--- src/rtl/riscv_pkg.sv ---
// Shared core-level constants and enumerations used by the adder-sharing block.
// XLEN sets the default datapath width; req_id_e names the fixed requester slots.
package riscv_pkg;

    localparam int XLEN = 32;

    // Requester slots of the shared address adder inside the core.
    typedef enum logic [1:0] {
        REQ_PC  = 2'd0,
        REQ_BR  = 2'd1,
        REQ_ALU = 2'd2
    } req_id_e;

    // Occupancy of the one-entry result register.
    typedef enum logic {
        OUT_EMPTY = 1'b0,
        OUT_FULL  = 1'b1
    } out_state_e;

endpackage

--- src/rtl/rr_arbiter.sv ---
// Combinational round-robin arbiter: grants the first asserted request found
// scanning upward from ptr_i with wrap-around, or nothing when en_i is low.
module rr_arbiter #(
    parameter int NUM_REQ = 3,
    parameter int PTR_W   = (NUM_REQ > 1) ? $clog2(NUM_REQ) : 1
) (
    input  logic [NUM_REQ-1:0] req_i,
    input  logic [PTR_W-1:0]   ptr_i,
    input  logic               en_i,
    output logic [NUM_REQ-1:0] grant_o
);

    logic             found;
    int               idx;
    logic [PTR_W-1:0] idx_w;

    // NOTE: every signal driven here gets a default before the loop, so no
    // path through the block leaves a value unassigned and no latch is inferred.
    always_comb begin
        grant_o = '0;
        found   = 1'b0;
        idx     = 0;
        idx_w   = '0;
        for (int off = 0; off < NUM_REQ; off++) begin
            idx = int'(ptr_i) + off;
            if (idx >= NUM_REQ) begin
                idx = idx - NUM_REQ;
            end
            idx_w = PTR_W'(idx);
            if (en_i && !found && req_i[idx_w]) begin
                grant_o[idx_w] = 1'b1;
                found          = 1'b1;
            end
        end
    end

endmodule

--- src/rtl/adder_share_arbiter.sv ---
// One registered WIDTH-bit adder shared round-robin between NUM_REQ requesters,
// with a one-entry result register tagged by the winning requester index.
module adder_share_arbiter
    import riscv_pkg::*;
#(
    parameter int WIDTH   = XLEN,
    parameter int NUM_REQ = 3,
    parameter int ID_W    = $clog2(NUM_REQ)
) (
    input  logic                     clk,
    input  logic                     rst_n,
    input  logic [NUM_REQ-1:0]       req_valid,
    output logic [NUM_REQ-1:0]       req_ready,
    input  logic [NUM_REQ*WIDTH-1:0] req_a,
    input  logic [NUM_REQ*WIDTH-1:0] req_b,
    output logic                     resp_valid,
    input  logic                     resp_ready,
    output logic [ID_W-1:0]          resp_id,
    output logic [WIDTH-1:0]         resp_sum,
    output logic                     resp_carry
);

    out_state_e       state_q, state_d;
    logic [ID_W-1:0]  ptr_q, ptr_d;
    logic [ID_W-1:0]  id_q, id_d;
    logic [WIDTH-1:0] sum_q, sum_d;
    logic             carry_q, carry_d;

    logic             can_accept;
    logic             arb_en;
    logic [NUM_REQ-1:0] grant;
    logic             fire;
    logic [ID_W-1:0]  win_idx;
    logic [WIDTH-1:0] win_a, win_b;
    logic [WIDTH:0]   add_full;

    assign can_accept = (state_q == OUT_EMPTY) || resp_ready;

    // Reset is folded into the enable so nothing is offered while rst_n is low,
    // even though the empty register would otherwise be able to accept.
    assign arb_en = can_accept && rst_n;

    rr_arbiter #(
        .NUM_REQ (NUM_REQ),
        .PTR_W   (ID_W)
    ) u_rr_arbiter (
        .req_i   (req_valid),
        .ptr_i   (ptr_q),
        .en_i    (arb_en),
        .grant_o (grant)
    );

    assign req_ready = grant;
    assign fire      = |grant;

    // One-hot grant to index plus an AND-OR operand mux.
    always_comb begin
        win_idx = '0;
        win_a   = '0;
        win_b   = '0;
        for (int i = 0; i < NUM_REQ; i++) begin
            if (grant[i]) begin
                win_idx = ID_W'(i);
                win_a   = req_a[i*WIDTH +: WIDTH];
                win_b   = req_b[i*WIDTH +: WIDTH];
            end
        end
    end

    assign add_full = {1'b0, win_a} + {1'b0, win_b};

    // NOTE: state registers use non-blocking assignments so every flop samples
    // the pre-edge values of the others, independent of process ordering.
    always_ff @(posedge clk or negedge rst_n) begin
        if (!rst_n) begin
            state_q <= OUT_EMPTY;
        end else begin
            state_q <= state_d;
        end
    end

    // A same-cycle drain and refill keeps the register FULL with no bubble.
    always_comb begin
        state_d = state_q;
        case (state_q)
            OUT_EMPTY: begin
                if (fire) begin
                    state_d = OUT_FULL;
                end
            end
            OUT_FULL: begin
                if (resp_ready && !fire) begin
                    state_d = OUT_EMPTY;
                end
            end
        endcase
    end

    assign resp_valid = (state_q == OUT_FULL);

    // Payload and pointer move only on a transfer; a plain drain leaves them as is.
    always_comb begin
        ptr_d   = ptr_q;
        id_d    = id_q;
        sum_d   = sum_q;
        carry_d = carry_q;
        if (fire) begin
            id_d    = win_idx;
            sum_d   = add_full[WIDTH-1:0];
            carry_d = add_full[WIDTH];
            ptr_d   = (win_idx == ID_W'(NUM_REQ - 1)) ? '0 : win_idx + 1'b1;
        end
    end

    always_ff @(posedge clk or negedge rst_n) begin
        if (!rst_n) begin
            ptr_q   <= '0;
            id_q    <= '0;
            sum_q   <= '0;
            carry_q <= 1'b0;
        end else begin
            ptr_q   <= ptr_d;
            id_q    <= id_d;
            sum_q   <= sum_d;
            carry_q <= carry_d;
        end
    end

    assign resp_id    = id_q;
    assign resp_sum   = sum_q;
    assign resp_carry = carry_q;

    grant_onehot_a : assert property (
        @(posedge clk) disable iff (!rst_n) $onehot0(req_ready)
    );

    stall_hold_a : assert property (
        @(posedge clk) disable iff (!rst_n)
        (resp_valid && !resp_ready) |=>
            (resp_valid && $stable(resp_sum) && $stable(resp_id) && $stable(resp_carry))
    );

endmodule

--- config.mk ---
export PLATFORM = sky130hd
export DESIGN_NAME = adder_share_arbiter
export DESIGN_NICKNAME = d
export VERILOG_FILES = /design/src/rtl/riscv_pkg.sv /design/src/rtl/rr_arbiter.sv /design/src/rtl/adder_share_arbiter.sv
export SDC_FILE = /design/constraint.sdc
export NUM_CORES = 1
export LEC_CHECK = 0
export ABC_AREA = 1
export CAP_MARGIN = 20
export CORE_ASPECT_RATIO = 1.25
export CORE_MARGIN = 2
export CORE_UTILIZATION = 30
export CTS_CLUSTER_DIAMETER = 100
export DETAILED_ROUTE_END_ITERATION = 10
export PLACE_DENSITY = 0.6
export SETUP_SLACK_MARGIN = 0.15
export SKIP_CTS_REPAIR_TIMING = 1
export SYNTH_ARGS = -nofsm -noshare
export SYNTH_HDL_FRONTEND = slang
export SYNTH_SLANG_ARGS = --single-unit
--- constraint.sdc ---
create_clock -name clk -period 7.9 [get_ports clk]
set_input_delay 1.185 -clock clk [delete_from_list [all_inputs] [get_ports clk]]
set_output_delay 1.185 -clock clk [all_outputs]
set_load 0.02 [all_outputs]
==> key figures, run 1 <==
Outcome
  – Status: finished clean

Worst setup path
  – Crit path depth: 8
  – CP Capture Point: req_ready[0]
  – CP Capture Type: output port
  – CP max stage delay: between 0.7 and 0.8 ns
  – Worst EP required: 6.71 ns
  – Arr. time, crit path: a little under 4 ns
  – Buffers and inverters on the worst path: 3
  – Critical path class: in2out
  – Flop2flop setup slack: 3.41 ns
  – CP Launch Point: resp_ready
  – CP delay by family, top: buffers and inverters
  – Crit path launch type: input port
  – Crit-path slowest cell: nor2_4
  – Crit-path max FO: 37
  – Reg2Reg Capture Point: resp_sum[30]$_DFFE_PN0P_
  – Reg2reg path depth: 27
  – CP Cell Sequence: clkdlybuf4s50_1 -> o21ai_1 -> nor2_1 -> nand2_1 -> nand2_1 -> nor2_4 -> inv_2 -> clkdlybuf4s50_1
  – RR Startpoint: resp_id[0]$_DFFE_PN0P_

Synth
  – Synthesized area: approximately 0.0064 sq mm
  – XOR/XNOR Fraction of Synth Area: 1.91%
  – Compound-Gate Fraction of Synth Area: 2.63%
  – Post-synth EDFFs: 0
  – Post-synth ARST share: 100%
  – Yosys cell types: 28
  – Mux share of post-synthesis cell area: 0%
  – Syn Area/Cell: 5.13 sq um
  – Largest family of logic cells by synthesized area: simple AND/OR/NAND/NOR gates
  – Yosys warns: 0
  – Syn Inst Count: 1253
  – Top cells by area, synth: nand2_1 27%, inv_1 14%, dfrtp_1 14%
  – Sequential area share after synthesis: 14.4%
  – Syn nets: 1488
  – Area share of the largest cell type after synthesis: 27.4%
  – Synth Area in Adders: under 10%
  – Post-synth top area cell: nand2_1
  – FF+latch count, synth: 37
  – Post-synthesis simple-gate area fraction: 54.9%
  – Post-synth top flop: dfrtp_1

Final layout
  – Core Util, Final: 43.3%
  – Layout area overhead: 41.1%
  – Fill cells: 2416
  – Nets: 1693
  – N_diodes: 0
  – Commonest non-fill, non-tap cells in the layout: 469 x nand2_1, 247 x inv_1, 235 x clkdlybuf4s50_1
  – Share of layout cells above drive strength 1: 2.13%
  – Commonest non-fill, non-tap cell in the layout: nand2_1

Pwr
  – PwrDens: 488 mW/mm^2
  – Sw Share: 61.1%
  – Peak supply drop: about 0.00016 V
  – Comb power frac: 88.0%
  – Sw power: 2.70 mW
  – Part of the power in registers: 7.6%
  – Power Internal: 1.72 mW
  – Leakage power: 5.25 nW
  – Clock share of power: under 10%

Detailed routing
  – Post-Route WL: 23.8 mm
  – Vias post-DR: just under 8000
  – DRC Markers: 0
  – Drt wl/cell: around 14 um
  – 1st-pass router iterations: 6
  – Routed vias/inst: 4.45
  – Initial DRC count: 386
  – ANT nets after route: 0

Placed design
  – Port Buffers: 236
  – Post-detail-place hpwl: 19.5 mm
  – GPL Wtd Cong: 0.899

Clocking
  – Worst-path clk slew: 0.05 ns
  – CTS Sinks: 37
  – CTS buffer count: 5
  – Worst skew pair latency: 0.28 ns
  – H-tree levels: 2
  – CTS tree: built
  – Root Driver: clkbuf_16
  – Max Buffers Root-to-Sink: 2

Min path
  – HP Class: reg2reg

Timing
  – Worst-Margin Slew: slightly above 0.9 ns
  – Crit share post-route: 64.0%
  – Final setup TNS: 0 ns
  – Fmax: 198 MHz
  – RSZ-0062 raised after global routing: no
  – # setup viols final: 0
  – Fin. Hold Viols: 0
  – Slew Limit Headroom: 37.5%
  – Min Clock Period, post-route: 5.05 ns
  – Max-slew violation count: 0
  – Layout Skew: 0.00215 ns

Flow run
  – Max Cap Viol: 0

Floorplan
  – Die X: 135 um
  – Die span in y: roughly 170 um
  – IO Pins: 237
  – FP Rows: 59
  – Initial Utilization: 30.7%
  – Die area: between 0.02 and 0.025 sq mm
  – Core area: ~0.021 sq mm

Global routing
  – Largest net degree at the start of global routing: 68
  – Vias in the first global route: 7270
  – GRT overflow: 0
  – Initial antenna violation count: 0
  – First-pass GRT wire length: 36.7 mm
  – Tot GR Track Use: 20.3%
==> tightest hold or removal path, stage by stage, from the launching register on <==
cell and delay [ns]:
dfrtp_1 0.34, nand3_1 0.08, nand2_1 0.06
==> sequential cells by signal, indices dropped and copies added, names as in the netlist <==
| name | cells |
|---|---|
| ptr_q | 1 |
| resp_carry | 1 |
| resp_id | 2 |
| resp_sum | 32 |
| resp_valid | 1 |
==> per-layer routing <==
| metal | global-route usage, % | vias up | wire, um |
|---|---|---|---|
| li1 | - | 4134 | - |
| met1 | 23.6 | 3359 | 9390 |
| met2 | 38.7 | 182 | 12700 |
| met3 | 2.94 | 24 | 1230 |
| met4 | 4.35 | 0 | 422 |
| met5 | 0 | - | 0 |
==> logic make-up after synthesis <==
logic type                 count (synthesis)
buffers and inverters                    296
adders and majority gates                 37
xor gates and xnor gates                  14
and+or+nand+nor                          838
DFF                                       37
AOI/OAI and AO/OA                         31
==> cell type report <==
type | count | area, sq um | share of cell area [%]
Tap cell | 274 | 343 | 3.78
Clock buffer | 7 | 143 | 1.57
Inverter | 250 | 938 | 10.3
Sequential cell | 37 | 926 | 10.2
Multi-Input combinational cell | 920 | 4310 | 47.5
Timing Repair Buffer | 244 | 2420 | 26.6
==> power by group through the flow <==
| stage | registers (mW) | logic, mW | clock network (mW) |
|---|---|---|---|
| after floorplan | 0.418 | 2.63 | 0 |
| after global placement | 0.344 | 3.93 | 0 |
| after detailed placement | 0.344 | 3.94 | 0 |
| after CTS | 0.342 | 3.96 | 0.199 |
| after global routing | 0.349 | 4.38 | 0.209 |
| final | 0.338 | 3.90 | 0.194 |
==> Yosys cell counts, types with 2 or more instances <==
cell and instances:
dfrtp_1 37, nand2_2 3, buf_2 32, inv_1 247, o21bai_1 2, nor2_4 2
buf_4 7, nor2_1 194, o211ai_1 2, a21oi_1 22, inv_2 3, nand3_1 97
and3_1 2, buf_1 2, nand4_1 8, nor2_2 3, nand3b_1 50, buf_6 5
xor2_1 14, and2_1 3, nor3_1 6, nand2_1 469, ha_1 36, o21ai_0 3
==> worst min-delay path by stage <==
stage | cells after the start | startpoint | to | slack [ns]
4_1_cts | 2 | resp_id[1]$_DFFE_PN0P_ | resp_id[1]$_DFFE_PN0P_ | 0.50
3_3_place_gp | 2 | resp_sum[2]$_DFFE_PN0P_ | resp_sum[2]$_DFFE_PN0P_ | 0.49
5_1_grt | 2 | resp_sum[30]$_DFFE_PN0P_ | resp_sum[30]$_DFFE_PN0P_ | 0.54
2_1_floorplan | 2 | resp_id[0]$_DFFE_PN0P_ | resp_id[0]$_DFFE_PN0P_ | 0.54
3_5_place_dp | 2 | resp_id[1]$_DFFE_PN0P_ | resp_id[1]$_DFFE_PN0P_ | 0.49
6_report | 2 | resp_id[1]$_DFFE_PN0P_ | resp_id[1]$_DFFE_PN0P_ | 0.50
==> through the flow <==
| step | worst slack, ns | hold slack (ns) | power, mW | cell area, sq um | std cells |
|---|---|---|---|---|---|
| floorplan | 4.05 | 0.542 | 3.04 | 6430 | 1253 |
| global placement | 2.65 | 0.491 | 4.28 | 8930 | 1725 |
| detailed placement | 2.58 | 0.489 | 4.28 | 8930 | 1725 |
| CTS | 2.79 | 0.501 | 4.50 | 9080 | 1732 |
| global route | 2.43 | 0.540 | 4.93 | 9080 | 1732 |
| finish | 2.85 | 0.499 | 4.43 | 9080 | 1732 |
Power figures use the tool's default switching activity.
==> inputs of run 2 (changes only) <==
- PLACE_DENSITY: 0.6 -> 0.62
- clock period: 7.9 -> 4.4 ns (I/O delays scaled with it)
==> run 2 against run 1 <==
Compared with the run above:
- cell count grew 1.5%
- clock power grew 79%
- highest routed layer unchanged
- sequential share of layout area shrank 0.37 points
- die area is the same
- worst setup slack lost 2.4 ns
- via count grew 2.1%
- global-route usage grew 0.45 points
- worst hold slack lost 0.0048 ns
==> key figures, run 2 (synthesis gave the netlist of run 1 again) <==
Placed design
  – GPL Wtd Cong: 0.960 (+6.8%)
  – Post-detail-place hpwl: 20.2 mm (+3.8%)
  – Post-Place Setup Slack: 0.0205 ns (-2.56 ns)
  – Port Buffers: 236 (unchanged)
  – Placed cell areas: 0.00916 sq mm (+2.5%)

Pwr
  – Sw Share: 59.5% (-1.6 points)
  – Pwr Total: 8.53 mW (+93%)
  – PwrDens: 905 mW/mm^2 (+86%)
  – Comb power frac: 88.7% (+0.7 points)
  – Part of the power in registers: 7.2% (-0.4 points)
  – Power Internal: 3.46 mW (+100%)
  – Sw power: 5.07 mW (+88%)
  – Clock share of power: 4.1% (-0.3 points)
  – Leakage power: 5.43 nW (+3.5%)
  – Peak supply drop: 0.000333 V (+100%)

Final layout
  – Commonest non-fill, non-tap cells in the layout: 469 x nand2_1, 247 x inv_1, 235 x clkdlybuf4s50_1
  – Layout area overhead: 46.5%
  – Commonest non-fill, non-tap cell in the layout: nand2_1
  – N_diodes: 0 (unchanged)
  – Core Util, Final: 44.9% (+1.6 points)
  – Share of layout cells above drive strength 1: 4.45% (+2.3 points)
  – Nets: 1719 (+1.5%)
  – Final instance area: 0.00942 sq mm (+3.8%)
  – Flip-flop count of the largest register after layout: 32 (unchanged)

Worst setup path
  – Worst EP required: 4.55 ns (-2.16 ns)
  – CP dominant cell by count: nand2_1
  – CP max stage delay: 0.46 ns (-0.25 ns)
  – Arr. time, crit path: 4.11 ns (+0.24 ns)
  – Crit-path slowest cell: clkdlybuf4s50_1
  – Critical path class: in2reg
  – Crit path launch type: input port
  – Crit-path max FO: 22 (-41%)
  – CP Capture Type: flip-flop

Timing
  – Fmax: 253 MHz
  – Crit share post-route: 89.8%
  – Final worst slack: 0.450 ns (-2.40 ns)
  – Worst-Margin Slew: 0.689 ns (-0.247 ns)
  – Layout Skew: 0.00239 ns (+0.000243 ns)
  – Final setup TNS: 0 ns (unchanged)
  – Fin. Hold Viols: 0 (unchanged)
  – Min Clock Period, post-route: 3.95 ns
  – # setup viols final: 0 (unchanged)
  – RSZ-0062 raised after global routing: yes
  – Max-slew violation count: 0 (unchanged)
  – Slew Limit Headroom: 54.0% (+17 points)

Detailed routing
  – M1 WL: 9.86 mm (+5.1%)
  – Initial DRC count: 485 (+26%)
  – Uppermost layer routed: met4
  – DRC Markers: 0 (unchanged)
  – WL met3: 1.13 mm (-8.0%)
  – Drt wl/cell: 13.9 um (+1.4%)
  – 1st-pass router iterations: 7 (+1)
  – Post-Route WL: 24.5 mm (+2.9%)
  – Vias post-DR: 7862 (+2.1%)
  – ANT nets after route: 0 (unchanged)
  – Routed vias/inst: 4.47 (+0.61%)
  – Met2 WL: 12.9 mm (+1.3%)

Clocking
  – H-tree levels: 2 (unchanged)
  – Root Driver: clkbuf_16
  – Worst-path clk slew: 0.05 ns (about the same)
  – Max Buffers Root-to-Sink: 2 (unchanged)
  – CTS buffer count: 5 (unchanged)
  – Worst skew pair latency: 0.27 ns (about the same)
  – CTS tree: built
  – CTS Sinks: 37 (unchanged)

Global routing
  – Vias in the first global route: 7348 (+1.1%)
  – Tot GR Track Use: 20.7% (+0.45 points)
  – Largest net degree at the start of global routing: 60 (-12%)
  – First-pass GRT wire length: 37.7 mm (+2.8%)
  – GRT overflow: 0 (unchanged)
  – Initial antenna violation count: 0 (unchanged)

Floorplan
  – Die span in y: 168 um (unchanged)
  – Die area: 0.0226 sq mm (unchanged)
  – Core area: 0.0210 sq mm (unchanged)
  – Initial Utilization: 30.7% (unchanged)
  – Die X: 135 um (unchanged)
  – FP Rows: 59 (unchanged)
  – IO Pins: 237 (unchanged)

Flow run
  – Max Cap Viol: 0 (unchanged)

Outcome
  – Status: finished clean

Min path
  – HP Class: in2async
[run 2: cell count changes in the layout (fill, tap and decap cells not counted), moves of 2 or more]
cell	delta
nor2_1	-3
ha_2	+2
buf_12	+6
nor2_2	+3
nand3_4	+2
buf_4	+17
buf_6	+2
ha_1	-2
[run 2: path summary, 6_finish.rpt]
path | start | endpoint | slack [ns] | cells past startpoint
hold / removal | rst_n | resp_sum[19]$_DFFE_PN0P_ | 0.49 | 2
min in group clk | resp_sum[19]$_DFFE_PN0P_ | resp_sum[19]$_DFFE_PN0P_ | 0.51 | 2
setup reg to reg | resp_id[0]$_DFFE_PN0P_ | resp_sum[22]$_DFFE_PN0P_ | 0.53 | 27
setup / recovery | req_valid[0] | resp_sum[22]$_DFFE_PN0P_ | 0.45 | 26
max in group asynchronous | rst_n | resp_sum[9]$_DFFE_PN0P_ | 3.57 | 2
hold reg to reg | resp_sum[19]$_DFFE_PN0P_ | resp_sum[19]$_DFFE_PN0P_ | 0.51 | 2
[run 2: metal layers]
layer	GRT usage, %	vias to the layer above
met5	0	-
met4	4.66	0
met3	2.15	27
met2	39.0	203
met1	25.0	3445
li1	-	4187
[run 2: stage by stage]
stage                     std cells  hold slack (ns)
after CTS                      1754            0.508
after detailed placement       1747            0.497
after floorplan                1253            0.364
after global routing           1758            0.555
final                          1758            0.494
after global placement         1747            0.494
[run 2: power groups by stage]
stage / Combinational (mW) / Clock, mW / Sequential [mW]
floorplan: 4.72 / 0 / 0.750
global placement: 7.42 / 0 / 0.618
detailed placement: 7.46 / 0 / 0.620
CTS: 7.50 / 0.350 / 0.616
global route: 8.45 / 0.369 / 0.627
finish: 7.57 / 0.348 / 0.612
[run 2: worst max-delay path, delay by kind of cell]
family / cells / cell delay, ns
fa+ha+maj: 2 / 0.68
buf+inv: 2 / 0.65
simple gates: 22 / 2.08
[run 2: layout make-up]
cell class                      instances  area, sq um
Tap cell                              274          343
Sequential cell                        37          926
Fill cell                            2341        11500
Timing Repair Buffer                  270         2710
Multi-Input combinational cell        920         4360
Clock buffer                            7          143
Inverter                              250          938
